===== src/rtl/pll_seq_pkg.sv =====
// Shared definitions for the pixel-clock PLL lock sequencer.
// Provides the FSM state encoding, default timing constants and an output decode helper.

package pll_seq_pkg;

    localparam int STATE_W = 3;

    typedef enum logic [STATE_W-1:0] {
        S_PLL_RST   = 3'd0,
        S_WAIT_LOCK = 3'd1,
        S_SETTLE    = 3'd2,
        S_RUN       = 3'd3,
        S_FAIL      = 3'd4
    } state_e;

    // 16 MHz reference: 1 us reset pulse, 1 ms lock timeout, 100 us settle.
    localparam int DEF_RESET_CYCLES  = 16;
    localparam int DEF_LOCK_TIMEOUT  = 16000;
    localparam int DEF_STABLE_CYCLES = 1600;
    localparam int DEF_MAX_RETRIES   = 3;
    localparam int DEF_CNT_W         = 16;

    // The PLL is held in reset only while pulsing it or after giving up.
    function automatic logic pll_enabled(input state_e s);
        return (s == S_WAIT_LOCK) || (s == S_SETTLE) || (s == S_RUN);
    endfunction

endpackage


===== src/rtl/sync_2ff.sv =====
// Two-flop synchroniser for a single asynchronous level.
// Ports: clk, reset (async, active-high), d (async input), q (synchronised output).

module sync_2ff (
    input  logic clk,
    input  logic reset,
    input  logic d,
    output logic q
);

    logic meta;

    always_ff @(posedge clk or posedge reset) begin
        if (reset) begin
            meta <= 1'b0;
            q    <= 1'b0;
        end else begin
            meta <= d;
            q    <= meta;
        end
    end

endmodule


===== src/rtl/pll_lock_sequencer.sv =====
// Reset/lock sequencer for the iCE40 pixel-clock PLL: pulses RESETB, waits for LOCK
// with bounded retries, and releases the pixel-domain reset after a stable-lock window.
// Ports: clk, reset (async, active-high), pll_locked (async), restart (1-cycle pulse);
//        pll_resetb, rst_out, ready, fail, retries[1:0], state[2:0] (all registered).
// Build option: define PLL_LOCK_LOSS_COUNTER_EN to add the 8-bit lock_loss_cnt output.

module pll_lock_sequencer
    import pll_seq_pkg::*;
#(
    parameter int RESET_CYCLES  = DEF_RESET_CYCLES,
    parameter int LOCK_TIMEOUT  = DEF_LOCK_TIMEOUT,
    parameter int STABLE_CYCLES = DEF_STABLE_CYCLES,
    parameter int MAX_RETRIES   = DEF_MAX_RETRIES,
    parameter int CNT_W         = DEF_CNT_W
) (
    input  logic               clk,
    input  logic               reset,
    input  logic               pll_locked,
    input  logic               restart,
    output logic               pll_resetb,
    output logic               rst_out,
    output logic               ready,
    output logic               fail,
    output logic [1:0]         retries,
`ifdef PLL_LOCK_LOSS_COUNTER_EN
    output logic [7:0]         lock_loss_cnt,
`endif
    output logic [STATE_W-1:0] state
);

    localparam logic [CNT_W-1:0] RST_LAST  = CNT_W'(RESET_CYCLES - 1);
    localparam logic [CNT_W-1:0] LOCK_LAST = CNT_W'(LOCK_TIMEOUT - 1);
    localparam logic [CNT_W-1:0] STAB_LAST = CNT_W'(STABLE_CYCLES - 1);
    localparam logic [CNT_W-1:0] CNT_ONE   = CNT_W'(1);
    localparam logic [1:0]       RET_MAX   = 2'(MAX_RETRIES);

    state_e           state_q;
    state_e           state_d;
    logic [CNT_W-1:0] cnt_q;
    logic [CNT_W-1:0] cnt_d;
    logic [1:0]       retries_q;
    logic [1:0]       retries_d;
    logic             lock_s;

    sync_2ff u_lock_sync (
        .clk   (clk),
        .reset (reset),
        .d     (pll_locked),
        .q     (lock_s)
    );

    always_comb begin
        state_d   = state_q;
        cnt_d     = cnt_q;
        retries_d = retries_q;

        unique case (state_q)
            S_PLL_RST: begin
                if (cnt_q == RST_LAST) begin
                    cnt_d   = '0;
                    state_d = S_WAIT_LOCK;
                end else begin
                    cnt_d = cnt_q + CNT_ONE;
                end
            end
            S_WAIT_LOCK: begin
                if (lock_s) begin
                    cnt_d   = '0;
                    state_d = S_SETTLE;
                end else if (cnt_q == LOCK_LAST) begin
                    cnt_d = '0;
                    if (retries_q == RET_MAX) begin
                        state_d = S_FAIL;
                    end else begin
                        retries_d = retries_q + 2'd1;
                        state_d   = S_PLL_RST;
                    end
                end else begin
                    cnt_d = cnt_q + CNT_ONE;
                end
            end
            S_SETTLE: begin
                // A lock glitch restarts the wait without charging a retry.
                if (!lock_s) begin
                    cnt_d   = '0;
                    state_d = S_WAIT_LOCK;
                end else if (cnt_q == STAB_LAST) begin
                    cnt_d     = '0;
                    retries_d = '0;
                    state_d   = S_RUN;
                end else begin
                    cnt_d = cnt_q + CNT_ONE;
                end
            end
            S_RUN: begin
                cnt_d = '0;
                if (!lock_s) begin
                    state_d = S_PLL_RST;
                end
            end
            S_FAIL: begin
                cnt_d = '0;
            end
            default: begin
                cnt_d   = '0;
                state_d = S_PLL_RST;
            end
        endcase

        if (restart) begin
            state_d   = S_PLL_RST;
            cnt_d     = '0;
            retries_d = '0;
        end
    end

    always_ff @(posedge clk or posedge reset) begin
        if (reset) begin
            state_q    <= S_PLL_RST;
            cnt_q      <= '0;
            retries_q  <= '0;
            pll_resetb <= 1'b0;
            rst_out    <= 1'b1;
            ready      <= 1'b0;
            fail       <= 1'b0;
        end else begin
            state_q    <= state_d;
            cnt_q      <= cnt_d;
            retries_q  <= retries_d;
            pll_resetb <= pll_enabled(state_d);
            rst_out    <= (state_d != S_RUN);
            ready      <= (state_d == S_RUN);
            fail       <= (state_d == S_FAIL);
        end
    end

`ifdef PLL_LOCK_LOSS_COUNTER_EN
    logic       lock_lost;
    logic [7:0] loss_q;

    // Restart out of RUN is a request, not a lock loss.
    assign lock_lost = (state_q == S_RUN) && !lock_s && !restart;

    always_ff @(posedge clk or posedge reset) begin
        if (reset) begin
            loss_q <= '0;
        end else if (lock_lost && (loss_q != 8'hFF)) begin
            loss_q <= loss_q + 8'd1;
        end
    end

    assign lock_loss_cnt = loss_q;
`endif

    assign retries = retries_q;
    assign state   = state_q;

endmodule


===== config.mk =====
export PLATFORM = sky130hd
export DESIGN_NAME = pll_lock_sequencer
export DESIGN_NICKNAME = d
export VERILOG_FILES = /design/src/rtl/pll_seq_pkg.sv /design/src/rtl/sync_2ff.sv /design/src/rtl/pll_lock_sequencer.sv
export SDC_FILE = /design/constraint.sdc
export NUM_CORES = 1
export LEC_CHECK = 0
export ABC_AREA = 1
export ABC_CLOCK_PERIOD_IN_PS = 2550
export CAP_MARGIN = 20
export CORE_UTILIZATION = 54
export CTS_CLUSTER_DIAMETER = 80
export DETAILED_ROUTE_END_ITERATION = 10
export HOLD_SLACK_MARGIN = 0.06
export PLACE_DENSITY = 0.75
export SYNTH_ARGS = -nofsm -noshare
export SYNTH_HDL_FRONTEND = slang
export SYNTH_HIERARCHICAL = 1
export SYNTH_SLANG_ARGS = --single-unit

===== constraint.sdc =====
create_clock -name clk -period 2.55 [get_ports clk]
set_clock_uncertainty 0.2 [all_clocks]
set_input_delay 0.6375 -clock clk [delete_from_list [all_inputs] [get_ports clk]]
set_output_delay 0.6375 -clock clk [all_outputs]
set_load 0.005 [all_outputs]

==> results.json <==
{
  "yosys_warnings": 6,
  "grt_start_max_net_pins": 26,
  "ios": 13,
  "status": "complete, no violations",
  "syn_area_mm2": 0.00148,
  "ir_worst_vdd_mv": 0.333,
  "numCtsBuffers": 3,
  "worst-slew-pin-transition_ns": 0.314,
  "synthesis.nets": 198,
  "max_cap_violations": 0,
  "finalHoldViolCount": 0,
  "wl_per_cell_um": 11.1,
  "grt_overflow": 0,
  "critical_path_buf_inv_count": 1,
  "placed_area_mm2": 0.00162,
  "netlist_instances": 192,
  "critical_path_class": "reg -> out",
  "drt-total-wl_um": 2650,
  "hp-class": "reg -> reg",
  "required_ns": 1.71,
  "rows": 18,
  "nNetsFinal": 215,
  "drc": 0,
  "synth_top_family_by_area": "simple AND/OR/NAND/NOR gates",
  "cts_resized": 0,
  "clockRootBuffer": "clkbuf_4",
  "fin_crit_sh": 0.857,
  "first_iter_violations": 30,
  "fill_cells": 224,
  "grt_pass1_wl_um": 4460,
  "cts_setup_buffers": 0,
  "htreeDepth": 1,
  "synthMuxAreaShare": 0,
  "power.leakage_nw": 0.812,
  "startpoint_type": "flop",
  "clock-sinks": 27,
  "tns_ns": 0,
  "synth-compound-area-share": 0.0254,
  "rsz0062_at_grt": "no",
  "synth-simple-area-share": 0.355,
  "io_buffers": 12,
  "yosysTopAreaCellShare": 0.441,
  "first_pass_iters": 4,
  "yosysUniqueCellTypes": 21,
  "die_h_um": 54.3,
  "synthAdderAreaFrac": 0.0170,
  "ys_ff_latch": 27,
  "ant_nets": 0,
  "final_cell_mix": "nand2_1 (47), nor2_1 (30), inv_1 (27), dfrtp_1 (26), nand3_1 (15)",
  "timing.slew.headroom": 0.791,
  "crit_family": "flip-flops",
  "clkLatencyLatePin_ns": 0.33,
  "cp_slowest_cell": "dfstp_2",
  "core_mm2": 0.00252,
  "path_clk_slew_ns": 0.14,
  "drive_gt1_frac": 0.106,
  "slew_violations": 0,
  "path_cells": "clkdlybuf4s50_1",
  "synthTopCellsByArea": "dfrtp_1 (44%), nand2_1 (12%), nor2_1 (7.6%)",
  "fin_crit_ns": 2.18,
  "end_kind": "primary output",
  "vias": 1210,
  "max-clock-path-buffers": 2,
  "die_w_um": 54.3,
  "grt_pass1_vias": 1091,
  "postLayoutCellArea_mm2": 0.00165,
  "diodes": 0,
  "synth_xor_area_frac": 0.0594,
  "crit_path_max_fanout": 1,
  "synth-seq-area-share": 0.459,
  "antenna_found_initial": 0,
  "ctsHoldBuffers": 0,
  "vias_per_cell": 5.08,
  "fmax_mhz": 458,
  "start_util": 0.585,
  "yosys.area.top_type": "dfrtp_1",
  "layout_commonest_cell": "nand2_1",
  "tritoncts": "built",
  "routabilityCongestion": 0.853,
  "track_usage": 0.211,
  "post-dp-hpwl_um": 2020,
  "syn_area_per_cell_um2": 7.68,
  "powerDensity_mw_per_mm2": 414,
  "crit_arrival_ns": 1.35,
  "crit_path_max_incr_delay_ns": 0.54,
  "setup_viol": 0,
  "die-area_mm2": 0.00294,
  "area_growth_syn_to_layout_pct": 11.6
}
[through the flow]
step	hold WS [ns]	setup WS, ns	power (mW)	util	cells
after floorplan	0.131	0.883	0.489	-	192
after global placement	0.138	0.587	0.507	0.642	234
after detailed placement	0.140	0.534	0.510	0.642	234
after CTS	0.173	0.347	0.694	0.653	238
after global routing	0.182	0.314	0.714	0.653	238
final	0.168	0.365	0.682	0.653	238
[worst register-to-register path: cells and delay by family, from the launching register on]
kind          cells  cell delay [ns]
simple gates      7             0.97
flops             1             0.40
fa+ha+maj         1             0.19
[routing by layer]
metal  GRT usage  wire length, um  vias to the layer above  part of all wire
met3      0.0278               58                        5             0.022
met1       0.284             1300                      566              0.49
met5           0                0                        -                 0
met2       0.331             1240                       15              0.47
met4       0.107               44                        0             0.017
li1            -                -                      624                 -
[state kept, by name, indices dropped and copies added, names as in the netlist]
register          cells
u_lock_sync/meta      1
pll_resetb            1
retries               2
rst_out               1
cnt_q                16
state                 3
u_lock_sync/q         1
fail                  1
ready                 1
[report_power, final]
| part | total (mW) | switching, mW | internal [mW] |
|---|---|---|---|
| Clock | 0.182 | 0.120 | 0.0614 |
| Combinational | 0.0547 | 0.0311 | 0.0236 |
| Sequential | 0.446 | 0.00801 | 0.438 |
[path summary, 6_finish.rpt]
| check | from | slack, ns | end | depth (start not counted) |
|---|---|---|---|---|
| max | rst_out | 0.37 | rst_out | 1 |
| min | u_lock_sync/meta | 0.17 | u_lock_sync/q | 0 |
| max reg2reg | cnt_q[0] | 0.69 | cnt_q[12] | 8 |
| min reg2reg | u_lock_sync/meta | 0.17 | u_lock_sync/q | 0 |
| max in group asynchronous | reset | 1.38 | rst_out | 3 |
| min in group asynchronous | reset | 0.28 | u_lock_sync/q | 2 |
[synth_stat cells (all sizes together)]
cell type / instances
a21oi: 3
buf: 1
dfrtp: 26
dfstp: 1
ha: 2
inv: 28
nand2: 49
nand3: 16
nand4: 4
nor2: 42
nor3: 5
o21ai: 3
o21bai: 1
or2: 1
xnor2: 5
xor2: 5
[cell type report]
cell class / instances / area, um^2 / share of cell area
multi-input combinational: 136 / 673 / 0.409
tap: 30 / 37.5 / 0.0228
timing repair buffer: 13 / 128 / 0.0775
sequential: 27 / 677 / 0.411
inverter: 28 / 105 / 0.0638
clock buffer: 4 / 26.3 / 0.0160
[kinds of logic (layout without fill, tap and decap cells)]
| logic type | after synthesis | in the layout |
|---|---|---|
| and+or+nand+nor | 117 | 117 |
| xor gates and xnor gates | 10 | 10 |
| adders and majority gates | 2 | 2 |
| buffers and inverters | 29 | 45 |
| AOI/OAI and AO/OA | 7 | 7 |
| DFF | 27 | 27 |
No activity file was read; power rests on OpenSTA's default activity.
